## src/rtl/parity_pkg.sv

```systemverilog
// Shared constants and state encoding for the byte-serial parity scheduler.
package parity_pkg;

  localparam int unsigned WORD_W         = 32;
  localparam int unsigned BYTE_W         = 8;
  localparam int unsigned BYTES_PER_WORD = 4;

  typedef enum logic [1:0] {
    IDLE,
    COMPUTE,
    DONE
  } state_t;

endpackage

```

## src/rtl/parity_scheduler_if.sv

```systemverilog
// Request/result bundle between the clients, the parity scheduler and the consumer.
interface parity_scheduler_if #(
  parameter int unsigned NUM_REQ = 4,
  parameter int unsigned ID_W    = (NUM_REQ > 1) ? $clog2(NUM_REQ) : 1
);
  import parity_pkg::*;

  logic [NUM_REQ-1:0]        req_valid;
  logic [NUM_REQ*WORD_W-1:0] req_data;
  logic [NUM_REQ-1:0]        req_ready;
  logic                      out_valid;
  logic                      out_ready;
  logic                      out_parity;
  logic [ID_W-1:0]           out_id;

  modport master (
    output req_valid, req_data, out_ready,
    input  req_ready, out_valid, out_parity, out_id
  );

  modport slave (
    input  req_valid, req_data, out_ready,
    output req_ready, out_valid, out_parity, out_id
  );

endinterface

```

## src/rtl/parity_scheduler_byte_parity.sv

```systemverilog
// Single shared byte-parity unit: reduction XOR of one byte.
module byte_parity
  import parity_pkg::*;
(
  input  logic [BYTE_W-1:0] data,
  output logic              parity
);

  assign parity = ^data;

endmodule

```

## src/rtl/parity_scheduler.sv

```systemverilog
// Round-robin front end sharing one byte-serial parity engine among NUM_REQ clients.
module parity_scheduler
  import parity_pkg::*;
#(
  parameter int unsigned NUM_REQ    = 4,
  parameter int unsigned ID_W       = (NUM_REQ > 1) ? $clog2(NUM_REQ) : 1,
  parameter bit          PARITY_ODD = 1'b0
) (
  input  logic               clock,
  input  logic               reset,
  parity_scheduler_if.slave  bus,
  output logic               busy
);

  localparam int unsigned CNT_W = $clog2(BYTES_PER_WORD);

  state_t             state;
  logic [CNT_W-1:0]   cnt;
  logic               acc;
  logic [ID_W-1:0]    rr_ptr;
  logic [ID_W-1:0]    gnt_id;
  logic [WORD_W-1:0]  word_q;

  logic [NUM_REQ-1:0] rot;
  logic               grant_found;
  logic [ID_W-1:0]    grant_idx;
  logic [ID_W-1:0]    next_ptr;
  int unsigned        idx;
  int unsigned        pos;

  logic [BYTE_W-1:0]  cur_byte;
  logic               cur_par;

  // Rotate so rr_ptr sits at bit 0, pick the lowest set bit, then rotate back.
  always_comb begin
    rot         = '0;
    idx         = 0;
    pos         = 0;
    grant_found = 1'b0;
    for (int unsigned k = 0; k < NUM_REQ; k++) begin
      idx = k + 32'(rr_ptr);
      if (idx >= NUM_REQ) idx = idx - NUM_REQ;
      rot[k] = bus.req_valid[idx];
    end
    for (int unsigned k = 0; k < NUM_REQ; k++) begin
      if (!grant_found && rot[k]) begin
        grant_found = 1'b1;
        pos         = k;
      end
    end
    pos = pos + 32'(rr_ptr);
    if (pos >= NUM_REQ) pos = pos - NUM_REQ;
    grant_idx = ID_W'(pos);
    next_ptr  = (pos == NUM_REQ - 1) ? '0 : ID_W'(pos + 1);
  end

  always_comb begin
    bus.req_ready = '0;
    if (state == IDLE && grant_found)
      bus.req_ready[grant_idx] = 1'b1;
  end

  assign cur_byte = word_q[BYTE_W*cnt +: BYTE_W];

  byte_parity u_byte_parity (
    .data   (cur_byte),
    .parity (cur_par)
  );

  always_ff @(posedge clock) begin
    if (reset) begin
      state          <= IDLE;
      cnt            <= '0;
      acc            <= 1'b0;
      rr_ptr         <= '0;
      gnt_id         <= '0;
      word_q         <= '0;
      bus.out_valid  <= 1'b0;
      bus.out_parity <= 1'b0;
      bus.out_id     <= '0;
      busy           <= 1'b0;
    end else begin
      unique case (state)
        IDLE: begin
          if (grant_found) begin
            word_q <= bus.req_data[WORD_W*grant_idx +: WORD_W];
            gnt_id <= grant_idx;
            rr_ptr <= next_ptr;
            acc    <= 1'b0;
            cnt    <= '0;
            busy   <= 1'b1;
            state  <= COMPUTE;
          end
        end
        COMPUTE: begin
          acc <= acc ^ cur_par;
          cnt <= cnt + CNT_W'(1);
          // Final byte folds straight into the registered result.
          if (cnt == CNT_W'(BYTES_PER_WORD - 1)) begin
            bus.out_valid  <= 1'b1;
            bus.out_parity <= acc ^ cur_par ^ PARITY_ODD;
            bus.out_id     <= gnt_id;
            state          <= DONE;
          end
        end
        DONE: begin
          if (bus.out_ready) begin
            bus.out_valid <= 1'b0;
            busy          <= 1'b0;
            state         <= IDLE;
          end
        end
        default: state <= IDLE;
      endcase
    end
  end

endmodule
```

## src/flat_wrapper.sv

```systemverilog
// flat-port wrapper written by rule: the top's interface ports become plain ports
module parity_scheduler_flat import parity_pkg::*;
#(
  parameter int unsigned NUM_REQ    = 4,
  parameter int unsigned ID_W       = (NUM_REQ > 1) ? $clog2(NUM_REQ) : 1,
  parameter bit          PARITY_ODD = 1'b0
)
  (clock, reset, busy, bus_req_valid, bus_req_data, bus_out_ready, bus_req_ready, bus_out_valid, bus_out_parity, bus_out_id);
  parity_scheduler_if #(.NUM_REQ(NUM_REQ), .ID_W(ID_W)) bus_i ();
  input  logic clock;
  input  logic reset;
  output logic busy;
  input wire logic [$bits(bus_i.req_valid)-1:0] bus_req_valid;
  input wire logic [$bits(bus_i.req_data)-1:0] bus_req_data;
  input wire logic [$bits(bus_i.out_ready)-1:0] bus_out_ready;
  output wire logic [$bits(bus_i.req_ready)-1:0] bus_req_ready;
  output wire logic [$bits(bus_i.out_valid)-1:0] bus_out_valid;
  output wire logic [$bits(bus_i.out_parity)-1:0] bus_out_parity;
  output wire logic [$bits(bus_i.out_id)-1:0] bus_out_id;
  assign bus_i.req_valid = bus_req_valid;
  assign bus_i.req_data = bus_req_data;
  assign bus_i.out_ready = bus_out_ready;
  assign bus_req_ready = bus_i.req_ready;
  assign bus_out_valid = bus_i.out_valid;
  assign bus_out_parity = bus_i.out_parity;
  assign bus_out_id = bus_i.out_id;
  parity_scheduler #(.NUM_REQ(NUM_REQ), .ID_W(ID_W), .PARITY_ODD(PARITY_ODD)) u_core (.clock(clock), .reset(reset), .bus(bus_i), .busy(busy));
endmodule
```

## config.mk

```make
export PLATFORM = sky130hd
export DESIGN_NAME = parity_scheduler_flat
export DESIGN_NICKNAME = d
export VERILOG_FILES = /design/src/rtl/parity_pkg.sv /design/src/rtl/parity_scheduler_if.sv /design/src/rtl/parity_scheduler_byte_parity.sv /design/src/rtl/parity_scheduler.sv /design/src/flat_wrapper.sv
export SDC_FILE = /design/constraint.sdc
export NUM_CORES = 1
export LEC_CHECK = 0
export BUFFER_PORTS_ARGS = -buffer_cell sky130_fd_sc_hd__buf_2
export CORE_MARGIN = 3
export CORE_UTILIZATION = 52
export CTS_BUF_LIST = sky130_fd_sc_hd__clkbuf_16
export CTS_CLUSTER_DIAMETER = 40
export DETAILED_ROUTE_END_ITERATION = 10
export PLACE_DENSITY = 0.95
export SETUP_SLACK_MARGIN = 0.05
export SLEW_MARGIN = 0
export SYNTH_ARGS = -nofsm -noshare
export SYNTH_HDL_FRONTEND = slang
export SYNTH_HIERARCHICAL = 1
export SYNTH_SLANG_ARGS = --single-unit
```

## constraint.sdc

```tcl
create_clock -name clock -period 5.56 [get_ports clock]
set_input_delay 0.834 -clock clock [delete_from_list [all_inputs] [get_ports clock]]
set_output_delay 0.834 -clock clock [all_outputs]
set_load 0.02 [all_outputs]
```

* Yosys cells after proc, flatten, opt, wreduce, memory -nomap -nowiden
Index checks and enable logic that the tools add are counted.
** Storage, ports and cells
- Bits in registers :: 46
- Input port bits :: 135
- Output and inout bits :: 9
- Logic and storage cells :: 98
** Cells by class
- Add/subtract/negate cells :: 11
- $lt $le $gt $ge :: 11
- Equality and inequality tests :: 7
- Shifts and indexed selects :: 2
- Muxes and demuxes :: 37
- Bitwise operators :: 1
- Reduce and logical (&&, ||, !) cells :: 19
** Operator list (number)
- 32-bit 2-to-1 mux :: 5
- 32-bit by 3-bit greater-or-equal comparator with 1-bit output, second input constant :: 4
- 32-bit by 3-bit less-than comparator with 1-bit output, second input constant :: 4
- 128-bit by 8-bit variable part select with 32-bit output :: 1
- 32-bit by 3-bit subtractor with 32-bit output, second input constant :: 4
- 32-bit by 2-bit == test with 1-bit output, second input constant :: 1
- 32-bit by 6-bit variable part select with 8-bit output :: 1
- 1-bit 2-to-1 mux :: 14
- 2-bit 2-to-1 mux :: 7
- 3-bit AND reduction :: 3
- 1-bit binary-select mux with 2-bit select :: 4
- 8-bit parity :: 1
- 2-bit by 2-bit adder with 3-bit output, first input constant :: 2
- 1-bit one-hot mux with 2 select lines :: 3
- 2-bit one-hot mux with 3 select lines :: 1
- 2-bit AND reduction :: 3
- 2-bit nonzero test :: 3
- 1-bit logical AND :: 5
- 2-bit by 1-bit adder with 2-bit output, second input constant :: 2
- 2-bit == test, second input constant :: 2
- 4-bit 2-to-1 mux :: 1
- 2-bit by 1-bit != test with 1-bit output, second input constant :: 2
- 2-bit one-hot mux with 2 select lines :: 1
- 2-bit by 3-bit subtractor with 4-bit output, second input constant :: 1
- 11 further kinds :: 13

* Logic depth before layout (Yosys ltp)
Gate-level depths: netlist of run 1.
- Word-level depth :: 22
- Gate-level depth with buffers :: 11
- Mapped depth without buffers :: 9

* Modules after synthesis
Netlist of run 1, hierarchy kept.
** By module, submodules not included
- parity_scheduler :: instances 1, cells each 335, area an instance 3308.2 µm², seq. area each 920.9 µm²
- byte_parity :: instances 1, cells each 7, area an instance 61.3 µm², seq. area each 0.0 µm²

* Worst setup path before layout of run 1
OpenSTA, ideal clock, no wires.
- Path kind :: input-to-output
- From :: input port bus_req_valid[1]
- To :: output port bus_req_ready[2]
- Arrival time :: 2.916 ns
- Data required time :: 4.726 ns
- Path slack :: 1.810 ns
- Cell stages on the path :: 9
- Cells stage by stage :: buf_2 nor2_1 or4_1 o221ai_1 ha_1 buf_2 buf_2 clkbuf_1 nor3_1
** On the way
- Longest elaborated chain between the ends :: 20
- Elaborated cells between the ends (all ways) :: 32
** Ends and longest elaborated chain
- from (decl) :: line flat_wrapper.sv:13 : input wire logic [$bits(bus_i.req_valid)-1:0] bus_req_valid;
- 1-bit binary-select mux with 2-bit select :: line parity_scheduler.sv:43 : rot[k] = bus.req_valid[idx];
- 1-bit 2-to-1 mux (implied by the code) :: line parity_scheduler.sv:43
- 1-bit 2-to-1 mux :: line parity_scheduler.sv:46 : if (!grant_found && rot[k]) begin
- 1-bit zero test :: line parity_scheduler.sv:46
- 1-bit logical AND :: line parity_scheduler.sv:46
- 1-bit 2-to-1 mux :: line parity_scheduler.sv:46
- 1-bit zero test :: line parity_scheduler.sv:46
- 1-bit logical AND :: line parity_scheduler.sv:46
- [5 not listed]
- 32-bit by 3-bit subtractor with 32-bit output / 32-bit by 3-bit greater-or-equal comparator with 1-bit output (equally long branches) :: line parity_scheduler.sv:52 : if (pos >= NUM_REQ) pos = pos - NUM_REQ;
- 32-bit 2-to-1 mux * :: line parity_scheduler.sv:52
- named net u_core.pos[0] :: line parity_scheduler.sv:29 : int unsigned pos;
- 2-bit by 3-bit less-than comparator with 1-bit output (implied by the code) / 2-bit by 1-bit greater-or-equal comparator with 1-bit output (equally long branches) :: line parity_scheduler.sv:60 : bus.req_ready[grant_idx] = 1'b1;
- 1-bit logical AND (implied by the code) :: line parity_scheduler.sv:60
- 1-bit 2-to-1 mux (implied by the code) :: line parity_scheduler.sv:60
- 1-bit demux with 2-bit select *
- 4-bit 2-to-1 mux * :: line parity_scheduler.sv:59 : if (state == IDLE && grant_found)
- to (decl) :: line flat_wrapper.sv:16 : output wire logic [$bits(bus_i.req_ready)-1:0] bus_req_ready;
Mark *: on every way through the listed nets, which the timed path passes. The rest lies on a longest branch. The select of a mux whose other input is x is not followed.

* Worst setup path after layout of run 1
- From :: input port bus_req_valid[2]
- To :: output port bus_req_ready[1]
** On the way
- Longest elaborated chain between the ends :: 20
- Elaborated cells between the ends (all ways) :: 32
** Ends and longest elaborated chain
- 1-bit binary-select mux with 2-bit select :: line parity_scheduler.sv:43
- 1-bit 2-to-1 mux (implied by the code) :: line parity_scheduler.sv:43
- 1-bit 2-to-1 mux :: line parity_scheduler.sv:46
- 1-bit zero test :: line parity_scheduler.sv:46
- 1-bit logical AND :: line parity_scheduler.sv:46
- 1-bit 2-to-1 mux :: line parity_scheduler.sv:46
- 1-bit zero test :: line parity_scheduler.sv:46
- 1-bit logical AND :: line parity_scheduler.sv:46
- [4 not listed]
- 2-bit by 2-bit adder with 3-bit output :: line parity_scheduler.sv:51 : pos = pos + 32'(rr_ptr);
- 32-bit by 3-bit subtractor with 32-bit output / 32-bit by 3-bit greater-or-equal comparator with 1-bit output (equally long branches) :: line parity_scheduler.sv:52
- 32-bit 2-to-1 mux :: line parity_scheduler.sv:52
- 2-bit by 3-bit less-than comparator with 1-bit output (implied by the code) / 2-bit by 1-bit greater-or-equal comparator with 1-bit output (equally long branches) :: line parity_scheduler.sv:60
- 1-bit logical AND (implied by the code) :: line parity_scheduler.sv:60
- 1-bit 2-to-1 mux (implied by the code) :: line parity_scheduler.sv:60
- 1-bit demux with 2-bit select
- 4-bit 2-to-1 mux * :: line parity_scheduler.sv:59
Mark *: on every way between the ends. The rest lies on a longest branch, timed or not. The select of a mux whose other input is x is not followed.

==> results of run 1 <==
## layout by cell type (no fill, tap or decap), types with 2 or more instances in the layout
cell type,instances
inv_1,4
o21ai_0,11
nand3b_1,33
buf_4,3
mux2i_1,65
nand3_1,4
mux4_2,8
xnor2_1,9
nor2b_1,2
mux2_1,5
clkbuf_16,5
o21ai_1,25
nand2b_1,4
nand2_1,7
or3_1,2
mux2_2,7
nor2_1,21
nor3_1,3
dfxtp_1,46
mux2_4,20
buf_2,143
a21oi_1,14
a211oi_1,2
## through the flow
| step | instances | instance area (sq um) |
|---|---|---|
| final | 540 | 4180 |
| after detailed placement | 532 | 4050 |
| after global routing | 540 | 4180 |
| after global placement | 532 | 4050 |
| after CTS | 540 | 4180 |
| after floorplan | 342 | 3370 |
## final timing paths
kind	start	to	cells past startpoint
max	bus_req_valid[2]	bus_req_ready[1]	8
min	u_core/bus.out_id[0]	u_core/bus.out_id[0]	2
max reg2reg	u_core/rr_ptr[0]	u_core/word_q[8]	8
min reg2reg	u_core/bus.out_id[0]	u_core/bus.out_id[0]	2
## registers in the layout, summed over array words and instances, names as in the netlist, 2 cells and up
signal,count
u_core/word_q,32
u_core/bus.out_id,2
u_core/cnt,2
u_core/gnt_id,2
u_core/rr_ptr,2
u_core/state,2
## area by class of cell
type	count	area (sq um)
Tap cell	75	93.8
Clock buffer	5	125
Fill cell	465	1910
Clock inverter	3	12.5
Multi-Input combinational cell	262	2280
Inverter	3	11.3
Sequential cell	46	921
Timing Repair Buffer	146	738
## per-layer routing
metal	vias to the layer above	part of all wire
li1	1493	-
met3	17	0.063
met2	111	0.51
met1	1362	0.40
met4	0	0.021
met5	-	0
## worst min-delay path: stages, from the launching register on
cell,delay (ns)
dfxtp_1,0.31
nand2_1,0.05
a21oi_1,0.05
## report_power, final
part,switching (W),total (W),leakage [nW],internal (W)
logic,0.000646,0.00143,1.51,0.000783
clock network,0.000116,0.000278,0.0724,0.000162
registers,0.0000735,0.000502,0.379,0.000429
## cells by family (layout without fill, tap and decap cells)
family / after synthesis / in the layout / share of synthesized area
AOI/OAI and AO/OA: 61 / 61 / 0.110
and+or+nand+nor: 83 / 83 / 0.146
adders and majority gates: 2 / 2 / 0.00743
xor gates and xnor gates: 11 / 11 / 0.0342
muxes: 105 / 105 / 0.376
buffers and inverters: 34 / 157 / 0.0535
DFF: 46 / 46 / 0.273
==> impl_metrics.env, run 1 <==
export IMPL_outcome="completed"
export IMPL_cp_slowest_cell="xnor2_4"
export IMPL_die_w_um=86.5
export IMPL_grtUsageMet2=0.380
export IMPL_power_w=0.00221
export IMPL_tightest_slew_ns=1.15
export IMPL_syn_nets=479
export IMPL_grt_start_max_net_pins=48
export IMPL_numCtsBuffers=5
export IMPL_cpPeakStageDelay_ns=0.60
export IMPL_grt_util_met3=0.0380
export IMPL_grt_pass1_vias=2853
export IMPL_rows=28
export IMPL_post_synth_top_area_fraction=0.273
export IMPL_via_per_inst=5.52
export IMPL_path_buf_inv=2
export IMPL_finalSetupViolations=0
export IMPL_clockRootBuffer="clkbuf_16"
export IMPL_synth_cells=342
export IMPL_antenna_left=0
export IMPL_portBuffers=143
export IMPL_final_max_slew_violation_count=0
export IMPL_cts_max_level=2
export IMPL_globalplace_congestion=0.804
export IMPL_fin_hold_ws_ns=0.455
export IMPL_drt_total_wl_um=7930
export IMPL_core_area_sq_um=6100
export IMPL_tritoncts="yes"
export IMPL_grt_busiest_layer="met2"
export IMPL_worstSetupStartpointType="input pin"
export IMPL_postCtsSetupRepairBufs=0
export IMPL_io_pins=144
export IMPL_die_area_sq_um=7480
export IMPL_drive_gt1_frac=0.419
export IMPL_seq_area_frac_synth=0.273
export IMPL_peakVddDrop_v=0.000403
export IMPL_final_util=0.686
export IMPL_use_met1=0.259
export IMPL_path_common_cell="buf_2"
export IMPL_grt_pass1_wl_um=12900
export IMPL_clockBufferDepth=2
export IMPL_worstPathMaxFanout=17
export IMPL_dr_first_iter_drc_count=151
export IMPL_vias=2983
export IMPL_cp_top_family="XOR/XNOR gates"
export IMPL_die_h_um=86.5
export IMPL_p_per_area_nw_per_um2=528
export IMPL_hold_viol_final=0
export IMPL_holdBufCountCts=0
export IMPL_yosys_cell_types_count=43
export IMPL_grt_ovfl_total=0
export IMPL_dp_worst_setup_slack_ns=1.90
export IMPL_synth_most_common_cell="mux2i_1"
export IMPL_crit_chain="buf_2 -> nor2b_1 -> a211oi_1 -> o221ai_1 -> ha_4 -> xnor2_4 -> and3_1 -> buf_2"
export IMPL_max_cap_viol_count=0
export IMPL_fin_ws_ns=1.91
export IMPL_avgSynthCellArea_sq_um=9.85
export IMPL_area_growth_pct=24.1
export IMPL_p_leak_nw=1.96
export IMPL_hold_class="flop to flop"
export IMPL_cts_repair_resized=0
export IMPL_dp_hpwl_um=6070
export IMPL_maxSlewHeadroom=0.231
export IMPL_async_flop_share=0
export IMPL_wl_per_cell_um=14.7
export IMPL_fin_crit_sh=0.657
export IMPL_fin_setup_tns_ns=0
export IMPL_gr_usage_all_layers=0.215
export IMPL_synth_largest_area_cell="dfxtp_1"
export IMPL_regToRegSetupSlack_ns=2.47
export IMPL_ys_flop_type="dfxtp_1"
export IMPL_clk_latency_ns=0.28
export IMPL_fmax_mhz=274
export IMPL_synth_edf_count=0
export IMPL_clock_skew_final_ns=0.00381
export IMPL_worst_ep_required_time_ns=4.73
export IMPL_drc=0
export IMPL_n_antenna_cell=0
export IMPL_initial_utilization=0.553
export IMPL_cp_end_kind="primary output"
export IMPL_ys_ff_latch=46
export IMPL_rsz0062_at_grt="no"
export IMPL_final_nets=601
export IMPL_crit_type="input pin to primary output"
export IMPL_antenna_found_initial=0
export IMPL_path_clk_slew_ns=0.06
export IMPL_syn_area_sq_um=3370
export IMPL_synth_area_top_cells="dfxtp_1 27%, mux2i_1 19%, mux2_4 8.9%, nand3b_1 7.4%, mux4_2 5.3%"
export IMPL_ys_top_cells_by_count="65 x mux2i_1, 46 x dfxtp_1, 33 x nand3b_1"
export IMPL_min_period_ns=3.65
export IMPL_cts_sinks=46
export IMPL_ys_warn_count=6
export IMPL_first_pass_iters=4
export IMPL_arrival_ns=2.82
(Power assumes the default switching activity.)
==> run 2: changes to the inputs <==
--- a/config.mk
+++ b/config.mk
@@ -7,11 +7,11 @@
 export LEC_CHECK = 0
 export BUFFER_PORTS_ARGS = -buffer_cell sky130_fd_sc_hd__buf_2
 export CORE_MARGIN = 3
-export CORE_UTILIZATION = 52
+export CORE_UTILIZATION = 44
 export CTS_BUF_LIST = sky130_fd_sc_hd__clkbuf_16
 export CTS_CLUSTER_DIAMETER = 40
 export DETAILED_ROUTE_END_ITERATION = 10
-export PLACE_DENSITY = 0.95
+export PLACE_DENSITY = 0.9
 export SETUP_SLACK_MARGIN = 0.05
 export SLEW_MARGIN = 0
 export SYNTH_ARGS = -nofsm -noshare
==> constraint.sdc (replaced) <==
create_clock -name clock -period 2.95 [get_ports clock]
set_input_delay 0.4425 -clock clock [delete_from_list [all_inputs] [get_ports clock]]
set_output_delay 0.4425 -clock clock [all_outputs]
set_load 0.02 [all_outputs]
==> impl_metrics.env, run 2 (synthesis results as in run 1) <==
export IMPL_dr_first_iter_drc_count=122
export IMPL_grt_start_max_net_pins=48
export IMPL_initial_utilization=0.460
export IMPL_wl_per_cell_um=14.4
export IMPL_peakVddDrop_v=0.000644
export IMPL_final_cell_mix="143 x buf_2, 65 x mux2i_1, 45 x dfxtp_1"
export IMPL_seqCellArea_sq_um=922
export IMPL_nFillCells=615
export IMPL_dp_hpwl_um=6330
export IMPL_clockBufferDepth=2
export IMPL_final_nets=605
export IMPL_maxSlewHeadroom=0.550
export IMPL_fin_ws_ns=0.218
export IMPL_dp_cells=560
export IMPL_layout_commonest_cell="buf_2"
export IMPL_drt_total_wl_um=8210
export IMPL_die_w_um=93.5
export IMPL_cts_sinks=46
export IMPL_p_per_area_nw_per_um2=1020
export IMPL_io_pins=144
export IMPL_clockRootBuffer="clkbuf_16"
export IMPL_top_register="u_core/word_q"
export IMPL_power_share_clock=0.144
export IMPL_cts_max_level=2
export IMPL_tightest_slew_ns=0.669
export IMPL_max_cap_viol_count=0
export IMPL_rsz0062_at_grt="no"
export IMPL_path_clk_slew_ns=0.06
export IMPL_first_pass_iters=4
export IMPL_final_util=0.588
export IMPL_die_area_sq_um=8740
export IMPL_area_growth_pct=28.0
export IMPL_grt_pass1_wl_um=13100
export IMPL_internal_power_w=0.00278
export IMPL_hold_class="flop to flop"
export IMPL_drc=0
export IMPL_clk_latency_ns=0.29
export IMPL_final_max_slew_violation_count=0
export IMPL_rows=31
export IMPL_vias=2994
export IMPL_portBuffers=143
export IMPL_arrival_ns=2.29
export IMPL_antenna_found_initial=0
export IMPL_largest_register_ff_count=32
export IMPL_grt_pass1_vias=2918
export IMPL_worstSetupStartpointType="flop"
export IMPL_dp_worst_setup_slack_ns=0.272
export IMPL_holdBufCountCts=0
export IMPL_via_per_inst=5.27
export IMPL_fin_cells=568
export IMPL_die_h_um=93.5
export IMPL_swShare=0.368
export IMPL_clock_skew_final_ns=0.00749
export IMPL_fin_setup_tns_ns=0
export IMPL_fin_hold_ws_ns=0.459
export IMPL_p_leak_nw=2.00
export IMPL_cp_end_kind="primary output"
export IMPL_core_area_sq_um=7330
export IMPL_antenna_left=0
export IMPL_min_period_ns=2.73
export IMPL_drive_gt1_frac=0.431
export IMPL_seqPwrFrac=0.215
export IMPL_fmax_mhz=366
export IMPL_n_antenna_cell=0
export IMPL_gr_usage_all_layers=0.184
export IMPL_multi_input_area_sq_um=2280
export IMPL_hold_viol_final=0
export IMPL_worstPathMaxFanout=20
export IMPL_globalplace_congestion=0.830
export IMPL_numCtsBuffers=5
export IMPL_tritoncts="yes"
export IMPL_crit_type="flop to primary output"
export IMPL_worst_ep_required_time_ns=2.51
export IMPL_finalSetupViolations=0
export IMPL_fin_crit_sh=0.926
export IMPL_p_sw_w=0.00162
export IMPL_grt_ovfl_total=0
export IMPL_outcome="completed"
export IMPL_comb_power_share=0.640
-- run 2: changes by cell type in the layout (fill, tap and decap cells not counted) --
cell and delta:
clkinvlp_4 +2, buf_4 +1, clkinv_2 -1, inv_1 -1
dfxtp_2 +1, buf_12 +3, dfxtp_1 -1, clkinv_1 -1
bufinv_16 +1
-- run 2: area by class of cell --
cell class / instances / share of cell area
multi-input combinational: 262 / 0.529
sequential: 46 / 0.214
timing repair buffer: 150 / 0.187
clock buffer: 5 / 0.0290
tap: 99 / 0.0287
clock inverter: 3 / 0.0104
inverter: 3 / 0.00261
-- run 2: what timing repair did --
| item | CTS | global route |
|---|---|---|
| gates resized for setup | 0 | 1 |
| endpoints found under the setup margin | 0 | 3 |
| buffers inserted | 0 | 0 |
-- run 2: per-stage QoR --
| step | instance area (sq um) | total power, W |
|---|---|---|
| finish | 4310 | 0.00440 |
| global route | 4310 | 0.00467 |
| global placement | 4140 | 0.00371 |
| floorplan | 3370 | 0.00327 |
| CTS | 4310 | 0.00444 |
| detailed placement | 4140 | 0.00379 |
-- run 2: final timing paths --
path,slack (ns),startpoint,endpoint,depth (start not counted)
min reg2reg,0.46,u_core/bus.out_id[1],u_core/bus.out_id[1],2
min,0.46,u_core/bus.out_id[1],u_core/bus.out_id[1],2
max,0.22,u_core/rr_ptr[0],bus_req_ready[0],7
max reg2reg,0.48,u_core/rr_ptr[0],u_core/word_q[14],8
-- run 2: power groups by stage --
stage / Clock [W] / Sequential [W] / Combinational [W]
after floorplan: 0 / 0.000882 / 0.00239
after global placement: 0 / 0.000946 / 0.00276
after detailed placement: 0 / 0.000953 / 0.00284
after CTS: 0.000651 / 0.000941 / 0.00285
after global routing: 0.000672 / 0.000964 / 0.00304
final: 0.000635 / 0.000947 / 0.00281
-- run 2: worst max-delay path, cell delays in order, from the launching register on --
cell and delay [ns]:
dfxtp_2 0.48, nor3b_1 0.12, a211oi_1 0.25, o221ai_1 0.20, ha_4 0.54, nor2_1 0.11
and2_1 0.16, buf_2 0.15
-- run 2: layer usage --
layer  vias to the layer above  part of all wire  global-route usage
met5                         -                 0                   0
met4                         0             0.014              0.0440
met3                         9             0.071              0.0330
met2                       111              0.52               0.339
met1                      1366              0.39               0.219
li1                       1508                 -                   -
==> run 3: changes to the inputs <==
--- a/config.mk
+++ b/config.mk
@@ -6,6 +6,7 @@
 export NUM_CORES = 1
 export LEC_CHECK = 0
 export BUFFER_PORTS_ARGS = -buffer_cell sky130_fd_sc_hd__buf_2
+export CORE_ASPECT_RATIO = 0.75
 export CORE_MARGIN = 3
 export CORE_UTILIZATION = 44
 export CTS_BUF_LIST = sky130_fd_sc_hd__clkbuf_16
==> impl_metrics.env, run 3 (synthesis results as in run 1) <==
export IMPL_outcome="completed"
export IMPL_first_pass_iters=4
export IMPL_clockRootBuffer="clkbuf_16"
export IMPL_maxSlewHeadroom=0.557
export IMPL_final_nets=608
export IMPL_cts_sinks=46
export IMPL_crit_chain="buf_2 -> nor2b_1 -> a211oi_1 -> o221ai_1 -> ha_4 -> xnor2_4 -> buf_4 -> nor3_1 -> buf_2"
export IMPL_clk_latency_ns=0.29
export IMPL_largest_register_ff_count=32
export IMPL_hold_class="input pin to flop"
export IMPL_fmax_mhz=363
export IMPL_grt_start_max_net_pins=47
export IMPL_drc=0
export IMPL_whs_path_depth=4
export IMPL_antenna_left=0
export IMPL_initial_utilization=0.473
export IMPL_via_per_inst=5.40
export IMPL_path_clk_slew_ns=0.06
export IMPL_drive_gt1_frac=0.432
export IMPL_die_w_um=107
export IMPL_clock_skew_final_ns=0.00500
export IMPL_portBuffers=143
export IMPL_crit_type="input pin to primary output"
export IMPL_die_area_sq_um=8750
export IMPL_min_period_ns=2.75
export IMPL_critPathCapture="bus_req_ready[2]"
export IMPL_dr_first_iter_drc_count=154
export IMPL_clockBufferDepth=2
export IMPL_grt_pass1_vias=2944
export IMPL_worstSetupStartpointType="input pin"
export IMPL_grt_ovfl_total=0
export IMPL_startpoint="bus_req_valid[2]"
export IMPL_globalplace_congestion=0.811
export IMPL_path_common_cell="buf_2"
export IMPL_cpPeakStageDelay_ns=0.31
export IMPL_regToRegSetupSlack_ns=0.47
export IMPL_cp_top_family="buffers and inverters"
export IMPL_reg2reg_depth=8
export IMPL_fin_setup_tns_ns=0
export IMPL_core_area_sq_um=7120
export IMPL_tritoncts="yes"
export IMPL_area_growth_pct=28.6
export IMPL_holdBufCountCts=0
export IMPL_tightest_slew_ns=0.659
export IMPL_layout_commonest_cell="buf_2"
export IMPL_worstReg2RegStart="u_core/rr_ptr[0]"
export IMPL_cp_end_kind="primary output"
export IMPL_finalSetupViolations=0
export IMPL_vias=3078
export IMPL_dp_hpwl_um=6830
export IMPL_die_h_um=81.8
export IMPL_n_antenna_cell=0
export IMPL_path_buf_inv=3
export IMPL_arrival_ns=2.31
export IMPL_rsz0062_at_grt="no"
export IMPL_numCtsBuffers=5
export IMPL_hold_viol_final=0
export IMPL_grt_pass1_wl_um=13400
export IMPL_fin_hold_ws_ns=0.439
export IMPL_cts_max_level=2
export IMPL_fin_crit_sh=0.933
export IMPL_io_pins=144
export IMPL_postCtsSetupRepairBufs=0
export IMPL_drt_total_wl_um=8700
export IMPL_rows=26
export IMPL_worstPathMaxFanout=10
export IMPL_worst_ep_required_time_ns=2.51
export IMPL_max_cap_viol_count=0
export IMPL_cp_slowest_cell="a211oi_1"
export IMPL_cp_depth=9
export IMPL_wl_per_cell_um=15.3
export IMPL_r2r_end="u_core/word_q[30]"
export IMPL_final_cell_mix="143 x buf_2, 65 x mux2i_1, 45 x dfxtp_1"
export IMPL_final_max_slew_violation_count=0
export IMPL_peakVddDrop_v=0.000439
export IMPL_top_register="u_core/word_q"
export IMPL_p_leak_nw=2.02
export IMPL_antenna_found_initial=0
export IMPL_gr_usage_all_layers=0.191
export IMPL_p_per_area_nw_per_um2=1030
## run 3: where the power goes
group | internal [W] | switching (W) | total (W)
combinational | 0.00153 | 0.00126 | 0.00279
clock | 0.000482 | 0.000229 | 0.000711
sequential | 0.000810 | 0.000154 | 0.000964
total | 0.00282 | 0.00164 | 0.00446
## run 3: worst min path at each step
stage	from	end	slack, ns
after global routing	bus_out_ready	u_core/state[1]	0.45
after detailed placement	u_core/bus.out_id[1]	u_core/bus.out_id[1]	0.46
after floorplan	u_core/gnt_id[0]	u_core/gnt_id[0]	0.44
final	bus_out_ready	u_core/state[1]	0.44
after CTS	bus_out_ready	u_core/state[1]	0.43
after global placement	u_core/gnt_id[0]	u_core/gnt_id[0]	0.45
## run 3: worst min-delay path: stages
cell	delay, ns
buf_2	0.09
nor2_1	0.04
nand2_1	0.05
a21oi_1	0.06
## run 3: layout make-up
class	count	area (sq um)
clock inverters	3	63.8
well taps	98	123
repair buffers	153	803
flip-flops and latches	46	925
inverters	3	11.3
clock buffers	5	125
fillers	582	2790
multi-input cells	262	2280
## run 3: routing by layer
layer,vias to the layer above,wire [um],track usage
met5,-,0,0
met4,0,67,0.0434
met3,8,648,0.0361
met2,126,4280,0.334
met1,1435,3700,0.247
li1,1509,-,-
## run 3: what timing repair did
action,in CTS,in global routing
endpoints found under the hold margin,0,0
resized for setup,1,1
setup endpoints to repair,1,1
## run 3: metrics by stage
step                utilization  area [sq um]  power (W)  std cells  setup WS, ns
floorplan                     -          3370    0.00327        342        0.0398
global placement          0.581          4140    0.00366        562         0.383
detailed placement        0.581          4140    0.00376        562         0.206
CTS                       0.608          4330    0.00448        570         0.150
global route              0.608          4330    0.00473        570        0.0776
finish                    0.608          4330    0.00446        570         0.196
